===== config.mk =====
export PLATFORM = sky130hd
export DESIGN_NAME = amba_id_tagger_flat
export DESIGN_NICKNAME = d
export VERILOG_FILES = /design/src/rtl/amba_id_tagger_if.sv /design/src/rtl/amba_id_tagger.sv /design/src/flat_wrapper.sv
export SDC_FILE = /design/constraint.sdc
export NUM_CORES = 1
export LEC_CHECK = 0
export ABC_AREA = 1
export BUFFER_PORTS_ARGS = -buffer_cell sky130_fd_sc_hd__clkbuf_2
export CAP_MARGIN = 20
export CORE_AREA = 2 2 134 136
export CTS_CLUSTER_DIAMETER = 120
export DETAILED_ROUTE_END_ITERATION = 10
export DIE_AREA = 0 0 136 138
export GPL_TIMING_DRIVEN = 1
export PLACE_DENSITY = 0.76
export SLEW_MARGIN = 25
export SYNTH_ARGS = -nofsm -noshare
export SYNTH_HDL_FRONTEND = slang
export SYNTH_SLANG_ARGS = --single-unit
export TNS_END_PERCENT = 50

===== constraint.sdc =====
create_clock -name aclk -period 6.95 [get_ports aclk]
set_clock_uncertainty 0.1 [all_clocks]
set_input_delay 1.39 -clock aclk [delete_from_list [all_inputs] [get_ports aclk]]
set_output_delay 1.39 -clock aclk [all_outputs]
set_load 0.01 [all_outputs]

===== src/rtl/amba_id_tagger_if.sv =====
`default_nettype none
// ============================================================================
//  Module   : amba_id_tagger_if
//  Purpose  : Bundles the upstream request/response ports of all masters, the
//             shared downstream request/response channel pair and the status
//             outputs of the AMBA request-ID tagger.
//  Modports : slave  - seen by the tagger (takes master requests, drives the
//                      downstream request and the upstream responses)
//             master - seen by the environment (masters + crossbar side)
//  Revision : 1.0  initial release
// ============================================================================
interface amba_id_tagger_if #(
    parameter int NMST  = 4,
    parameter int LID_W = 4,
    parameter int PID_W = 4,
    parameter int AW    = 32,
    parameter int DW    = 64
);
    // upstream requests
    logic [NMST-1:0]        m_req_valid;
    logic [NMST-1:0]        m_req_ready;
    logic [NMST*LID_W-1:0]  m_req_id;
    logic [NMST*AW-1:0]     m_req_addr;
    // downstream request
    logic                   s_req_valid;
    logic                   s_req_ready;
    logic [PID_W+LID_W-1:0] s_req_id;
    logic [AW-1:0]          s_req_addr;
    // downstream response
    logic                   s_rsp_valid;
    logic                   s_rsp_ready;
    logic [PID_W+LID_W-1:0] s_rsp_id;
    logic [DW-1:0]          s_rsp_data;
    logic                   s_rsp_last;
    // upstream responses
    logic [NMST-1:0]        m_rsp_valid;
    logic [NMST-1:0]        m_rsp_ready;
    logic [LID_W-1:0]       m_rsp_id;
    logic [DW-1:0]          m_rsp_data;
    logic                   m_rsp_last;
    // status
    logic                   err_unmapped;
    logic                   idle;

    modport slave (
        input  m_req_valid, m_req_id, m_req_addr,
        output m_req_ready,
        output s_req_valid, s_req_id, s_req_addr,
        input  s_req_ready,
        input  s_rsp_valid, s_rsp_id, s_rsp_data, s_rsp_last,
        output s_rsp_ready,
        output m_rsp_valid, m_rsp_id, m_rsp_data, m_rsp_last,
        input  m_rsp_ready,
        output err_unmapped, idle
    );

    modport master (
        output m_req_valid, m_req_id, m_req_addr,
        input  m_req_ready,
        input  s_req_valid, s_req_id, s_req_addr,
        output s_req_ready,
        output s_rsp_valid, s_rsp_id, s_rsp_data, s_rsp_last,
        input  s_rsp_ready,
        input  m_rsp_valid, m_rsp_id, m_rsp_data, m_rsp_last,
        output m_rsp_ready,
        input  err_unmapped, idle
    );
endinterface
`default_nettype wire


===== src/rtl/amba_id_tagger.sv =====
`default_nettype none
// ============================================================================
//  Module   : amba_id_tagger
//  Purpose  : Merges NMST upstream request streams onto one downstream channel.
//             Each request ID is extended with the master's AMBAID prefix,
//             masters are served round-robin, outstanding requests are capped
//             per master, and responses are routed back by prefix.
//  Ports    : aclk    - clock
//             aresetn - asynchronous active-low reset
//             bus     - amba_id_tagger_if.slave (request/response channels,
//                       err_unmapped pulse, idle status)
//  Revision : 1.0  initial release
// ============================================================================
module amba_id_tagger #(
    parameter int                        NMST      = 4,
    parameter int                        LID_W     = 4,
    parameter int                        PID_W     = 4,
    parameter int                        AW        = 32,
    parameter int                        DW        = 64,
    parameter int                        MAX_OUTST = 8,
    parameter logic [NMST*PID_W-1:0]     MST_PID   = {4'h7, 4'h5, 4'h4, 4'h3}
) (
    input  wire logic         aclk,
    input  wire logic         aresetn,
    amba_id_tagger_if.slave   bus
);

    localparam int                PTR_W = (NMST > 1) ? $clog2(NMST) : 1;
    localparam int                CNT_W = 8;
    localparam int                SID_W = PID_W + LID_W;
    localparam logic [CNT_W-1:0]  C_MAX = CNT_W'(MAX_OUTST);
    localparam logic [PTR_W-1:0]  C_LAST_MST = PTR_W'(NMST - 1);

    // holding register feeding the downstream request channel
    logic                 r_hold_valid;
    logic [SID_W-1:0]     r_hold_id;
    logic [AW-1:0]        r_hold_addr;
    logic [PTR_W-1:0]     r_ptr;
    logic [CNT_W-1:0]     r_cnt [NMST];
    logic                 r_err;

    logic [NMST-1:0]      w_elig;
    logic [NMST-1:0]      w_match;
    logic [NMST-1:0]      w_inc;
    logic [NMST-1:0]      w_dec;
    logic [NMST-1:0]      w_cnt_nz;
    logic [NMST-1:0]      w_req_ready;
    logic                 w_can_load;
    logic                 w_gnt_vld;
    logic [PTR_W-1:0]     w_gnt_idx;
    logic                 w_mapped;
    logic [PID_W-1:0]     w_rsp_pid;

    assign w_rsp_pid  = bus.s_rsp_id[SID_W-1 -: PID_W];
    // a new request may enter only if the holding slot is free or leaves now
    assign w_can_load = !r_hold_valid || bus.s_req_ready;

    for (genvar gi = 0; gi < NMST; gi++) begin : g_mst
        assign w_elig[gi]   = bus.m_req_valid[gi] && (r_cnt[gi] < C_MAX);
        assign w_match[gi]  = (w_rsp_pid == MST_PID[gi*PID_W +: PID_W]);
        assign w_inc[gi]    = w_gnt_vld && (w_gnt_idx == PTR_W'(gi));
        // only the last beat of an accepted response retires a transaction
        assign w_dec[gi]    = bus.s_rsp_valid && w_match[gi] &&
                              bus.m_rsp_ready[gi] && bus.s_rsp_last;
        assign w_cnt_nz[gi] = (r_cnt[gi] != '0);
    end

    // round-robin search starting at r_ptr; first eligible master wins
    always_comb begin
        int idx;
        w_gnt_vld = 1'b0;
        w_gnt_idx = '0;
        idx       = 0;
        for (int k = 0; k < NMST; k++) begin
            idx = (int'(r_ptr) + k) % NMST;
            if (!w_gnt_vld && w_can_load && w_elig[PTR_W'(idx)]) begin
                w_gnt_vld = 1'b1;
                w_gnt_idx = PTR_W'(idx);
            end
        end
    end

    always_comb begin
        w_req_ready = '0;
        if (w_gnt_vld) begin
            w_req_ready[w_gnt_idx] = 1'b1;
        end
    end

    assign bus.m_req_ready = w_req_ready;
    assign bus.s_req_valid = r_hold_valid;
    assign bus.s_req_id    = r_hold_id;
    assign bus.s_req_addr  = r_hold_addr;

    // response path is purely combinational; unmapped beats are sunk
    assign w_mapped         = |w_match;
    assign bus.m_rsp_valid  = bus.s_rsp_valid ? w_match : '0;
    assign bus.s_rsp_ready  = w_mapped ? |(w_match & bus.m_rsp_ready) : 1'b1;
    assign bus.m_rsp_id     = bus.s_rsp_id[LID_W-1:0];
    assign bus.m_rsp_data   = bus.s_rsp_data;
    assign bus.m_rsp_last   = bus.s_rsp_last;
    assign bus.err_unmapped = r_err;
    assign bus.idle         = !r_hold_valid && !(|w_cnt_nz);

    always_ff @(posedge aclk or negedge aresetn) begin
        if (!aresetn) begin
            r_hold_valid <= 1'b0;
            r_hold_id    <= '0;
            r_hold_addr  <= '0;
            r_ptr        <= '0;
            r_err        <= 1'b0;
        end else begin
            r_err <= bus.s_rsp_valid && !w_mapped;
            if (w_gnt_vld) begin
                r_hold_valid <= 1'b1;
                r_hold_id    <= {MST_PID[w_gnt_idx*PID_W +: PID_W],
                                 bus.m_req_id[w_gnt_idx*LID_W +: LID_W]};
                r_hold_addr  <= bus.m_req_addr[w_gnt_idx*AW +: AW];
                r_ptr        <= (w_gnt_idx == C_LAST_MST) ? '0 : w_gnt_idx + 1'b1;
            end else if (bus.s_req_ready) begin
                r_hold_valid <= 1'b0;
            end
        end
    end

    // outstanding counters; simultaneous +1/-1 cancel, -1 at zero saturates
    always_ff @(posedge aclk or negedge aresetn) begin
        if (!aresetn) begin
            for (int i = 0; i < NMST; i++) begin
                r_cnt[i] <= '0;
            end
        end else begin
            for (int i = 0; i < NMST; i++) begin
                if (w_inc[i] && !w_dec[i]) begin
                    r_cnt[i] <= r_cnt[i] + 1'b1;
                end else if (w_dec[i] && !w_inc[i] && w_cnt_nz[i]) begin
                    r_cnt[i] <= r_cnt[i] - 1'b1;
                end
            end
        end
    end

endmodule
`default_nettype wire


===== src/flat_wrapper.sv =====
// flat-port wrapper written by rule: the top's interface ports become plain ports
module amba_id_tagger_flat 
#(
    parameter int                        NMST      = 4,
    parameter int                        LID_W     = 4,
    parameter int                        PID_W     = 4,
    parameter int                        AW        = 32,
    parameter int                        DW        = 64,
    parameter int                        MAX_OUTST = 8,
    parameter logic [NMST*PID_W-1:0]     MST_PID   = {4'h7, 4'h5, 4'h4, 4'h3}
)
  (aclk, aresetn, bus_m_req_valid, bus_m_req_id, bus_m_req_addr, bus_m_req_ready, bus_s_req_valid, bus_s_req_id, bus_s_req_addr, bus_s_req_ready, bus_s_rsp_valid, bus_s_rsp_id, bus_s_rsp_data, bus_s_rsp_last, bus_s_rsp_ready, bus_m_rsp_valid, bus_m_rsp_id, bus_m_rsp_data, bus_m_rsp_last, bus_m_rsp_ready, bus_err_unmapped, bus_idle);
  amba_id_tagger_if #(.NMST(NMST), .LID_W(LID_W), .PID_W(PID_W), .AW(AW), .DW(DW)) bus_i ();
  input  wire logic aclk;
  input  wire logic aresetn;
  input wire logic [$bits(bus_i.m_req_valid)-1:0] bus_m_req_valid;
  input wire logic [$bits(bus_i.m_req_id)-1:0] bus_m_req_id;
  input wire logic [$bits(bus_i.m_req_addr)-1:0] bus_m_req_addr;
  output wire logic [$bits(bus_i.m_req_ready)-1:0] bus_m_req_ready;
  output wire logic [$bits(bus_i.s_req_valid)-1:0] bus_s_req_valid;
  output wire logic [$bits(bus_i.s_req_id)-1:0] bus_s_req_id;
  output wire logic [$bits(bus_i.s_req_addr)-1:0] bus_s_req_addr;
  input wire logic [$bits(bus_i.s_req_ready)-1:0] bus_s_req_ready;
  input wire logic [$bits(bus_i.s_rsp_valid)-1:0] bus_s_rsp_valid;
  input wire logic [$bits(bus_i.s_rsp_id)-1:0] bus_s_rsp_id;
  input wire logic [$bits(bus_i.s_rsp_data)-1:0] bus_s_rsp_data;
  input wire logic [$bits(bus_i.s_rsp_last)-1:0] bus_s_rsp_last;
  output wire logic [$bits(bus_i.s_rsp_ready)-1:0] bus_s_rsp_ready;
  output wire logic [$bits(bus_i.m_rsp_valid)-1:0] bus_m_rsp_valid;
  output wire logic [$bits(bus_i.m_rsp_id)-1:0] bus_m_rsp_id;
  output wire logic [$bits(bus_i.m_rsp_data)-1:0] bus_m_rsp_data;
  output wire logic [$bits(bus_i.m_rsp_last)-1:0] bus_m_rsp_last;
  input wire logic [$bits(bus_i.m_rsp_ready)-1:0] bus_m_rsp_ready;
  output wire logic [$bits(bus_i.err_unmapped)-1:0] bus_err_unmapped;
  output wire logic [$bits(bus_i.idle)-1:0] bus_idle;
  assign bus_i.m_req_valid = bus_m_req_valid;
  assign bus_i.m_req_id = bus_m_req_id;
  assign bus_i.m_req_addr = bus_m_req_addr;
  assign bus_m_req_ready = bus_i.m_req_ready;
  assign bus_s_req_valid = bus_i.s_req_valid;
  assign bus_s_req_id = bus_i.s_req_id;
  assign bus_s_req_addr = bus_i.s_req_addr;
  assign bus_i.s_req_ready = bus_s_req_ready;
  assign bus_i.s_rsp_valid = bus_s_rsp_valid;
  assign bus_i.s_rsp_id = bus_s_rsp_id;
  assign bus_i.s_rsp_data = bus_s_rsp_data;
  assign bus_i.s_rsp_last = bus_s_rsp_last;
  assign bus_s_rsp_ready = bus_i.s_rsp_ready;
  assign bus_m_rsp_valid = bus_i.m_rsp_valid;
  assign bus_m_rsp_id = bus_i.m_rsp_id;
  assign bus_m_rsp_data = bus_i.m_rsp_data;
  assign bus_m_rsp_last = bus_i.m_rsp_last;
  assign bus_i.m_rsp_ready = bus_m_rsp_ready;
  assign bus_err_unmapped = bus_i.err_unmapped;
  assign bus_idle = bus_i.idle;
  amba_id_tagger #(.NMST(NMST), .LID_W(LID_W), .PID_W(PID_W), .AW(AW), .DW(DW), .MAX_OUTST(MAX_OUTST), .MST_PID(MST_PID)) u_core (.aclk(aclk), .aresetn(aresetn), .bus(bus_i));
endmodule

==> flow_summary.yaml <==
outcome:
  outcome: "finished clean"
sta:
  rsz0062_at_grt: "no"
  drv_slew: 0
  fin_crit_sh_pct: 74.9
  setup_viol: 0
  tns_ns: 0
  worstMarginPinSlew_ns: 0.885
  hold_viol_final: 0
  hold_slack_ns: 0.375
  maxSlewHeadroom_pct: 40.7
  fmax_mhz: 192
  period_needed_ns: 5.20
setup_path:
  critPathKind: "input port to output port"
  worstSetupEndpointType: "output port"
  arrival_ns: 3.71
  path_max_fanout: 21
  worstPathRequired_ns: 5.46
  start_kind: "input port"
finish:
  post-route-util_pct: 44.9
  final_common_cell: "nand2_1"
  multi_input_area_um2: 3530
  antenna_cells: 0
  stdcell_area_um2: 7870
  most-common-layout-cells: "308 x nand2_1, 211 x clkbuf_2, 195 x inv_1"
  register_area_um2: 1880
  drive_gt1_share_pct: 21.1
  fillers: 1828
  area_delta_synth_final_pct: 14.3
  nets: 1456
die:
  die_h_um: 138
  num_rows: 49
  pin_count: 350
  die_area_um2: 18800
  die_x_um: 136
  core_region_area_um2: 17500
  start_util_pct: 39.3
synth:
  ys_types: 35
  syn-cell-area_um2: 6890
  syn-num-nets: 1336
  yosysTopAreaCellShare_pct: 27.3
  synthMuxAreaShare_pct: 0
  synth.area.top_cells: "dfrtp_1 27%, nand2_1 17%, nand3_1 14%"
  synth_fa_ha_area_share_pct: 6.25
  synth-simple-area-share_pct: 36.2
  synthCells: 1075
  synth-compound-area-share_pct: 5.05
  syn_area_per_cell_um2: 6.41
  synth.ff_latch_count: 75
  synth_top_family_by_area: "simple AND/OR/NAND/NOR gates"
  ys_warn_count: 0
  ys_seq_area_share_pct: 27.3
  yosys.area.top_type: "dfrtp_1"
  synth-xor-area-share_pct: 3.29
clock_tree:
  htree_levels: 3
  clock_sinks: 75
  cts-resized-gates: 0
  numCtsBuffers: 9
  clockBufferDepth: 2
  cts_hold_buf: 0
  clk_latency_ns: 0.34
  cts-root-buf: "clkbuf_16"
  path_clk_slew_ns: 0.06
  cts_tree: "built"
  postCtsSetupBuffers: 0
global_routing:
  grt_max_degree: 76
  grt_pass1_vias: 6240
  grt_overflow: 0
  grt_pass1_wl_um: 29800
  grt_use_total_pct: 19.6
  antenna_found_initial: 1
route:
  viasPerCell: 4.73
  drtIter0Drc: 275
  drc_errors: 0
  ant_nets: 0
  wl_um: 18000
  wire_per_inst_um: 12.6
  via_count: 6759
  drt-pass1-iter-count: 5
place:
  portBuffers: 212
  hpwl_um: 13400
  place_area_um2: 7540
  place.gp.congestion: 0.844
run:
  cap_viol_max_count: 0
min_path:
  holdCritPathClass: "register to register"
## sequential cells by signal, indices dropped and copies added, names as in the netlist
name / flops
u_core.bus.s_req_addr: 32
u_core.r_cnt: 32
u_core.r_ptr: 2
u_core.bus.s_req_id: 7
u_core.bus.s_req_valid: 1
u_core.bus.err_unmapped: 1
## critical path, stage by stage
cell	delay [ns]
clkbuf_2	0.08
nor2_1	0.29
inv_1	0.19
nand4_1	0.16
nor2_1	0.09
o21ai_4	0.50
buf_4	0.38
ha_1	0.23
inv_1	0.04
nor2_1	0.17
clkbuf_2	0.18
## through the flow
| step | worst slack (ns) | std cells |
|---|---|---|
| after floorplan | 2.28 | 1075 |
| after global placement | 1.62 | 1413 |
| after detailed placement | 1.47 | 1413 |
| after CTS | 1.70 | 1429 |
| after global routing | 1.39 | 1429 |
| final | 1.75 | 1429 |
## area by class of cell
cell class / instances / share of cell area [%]
repair buffers: 219 / 14.2
multi-input cells: 694 / 44.8
inverters: 196 / 9.34
well taps: 229 / 3.64
clock inverters: 4 / 0.922
flip-flops and latches: 75 / 23.8
clock buffers: 12 / 3.26
## cells in the mapped netlist
cell type	n
a21o_1	4
a21oi_1	29
a221o_1	1
a31oi_1	6
buf_1	3
buf_2	8
buf_4	79
buf_6	7
clkbuf_1	13
conb_1	1
dfrtp_1	75
fa_1	4
ha_1	28
inv_1	195
inv_2	1
nand2_1	308
nand2_2	8
nand3_1	187
nand3_2	3
nand4_1	9
nor2_1	48
nor2_2	1
nor2_4	1
nor3_1	6
nor4_1	6
o211ai_2	1
o21a_1	1
o21ai_0	9
o21ai_1	2
o21ai_2	1
o21bai_1	4
o21bai_2	1
xnor2_1	4
xor2_1	20
xor2_2	1
## metal layers
metal,wire (um),up-vias,GRT usage [%]
li1,-,3502,-
met1,7870,2978,24.8
met2,8410,248,32.4
met3,1260,31,4.18
met4,480,0,8.06
met5,0,-,0
## kinds of logic (layout without fill, tap and decap cells)
| kind of cell | count (synthesis) | count (layout) |
|---|---|---|
| fa+ha+maj | 32 | 32 |
| xor+xnor | 25 | 25 |
| buf+inv | 306 | 431 |
| simple gates | 577 | 577 |
| other cells | 1 | 1 |
| flops | 75 | 75 |
| compound gates | 59 | 59 |
## path summary, 6_finish.rpt
path | endpoint | slack, ns | cells past startpoint | start
max in group asynchronous | u_core.bus.s_req_addr[26] | 5.27 | 1 | aresetn
min in group asynchronous | u_core.r_cnt[9] | 0.97 | 1 | aresetn
worst max register to register | u_core.r_cnt[15] | 2.24 | 28 | u_core.r_cnt[5]
worst min-delay path | u_core.bus.s_req_addr[1] | 0.38 | 2 | u_core.bus.s_req_addr[1]
worst min register to register | u_core.bus.s_req_addr[1] | 0.38 | 2 | u_core.bus.s_req_addr[1]
worst max-delay path | bus_m_req_ready[3] | 1.75 | 11 | bus_s_req_ready
Power is not shown: default switching activity piles up to over one toggle a cycle in this logic, so the estimate is an artifact.
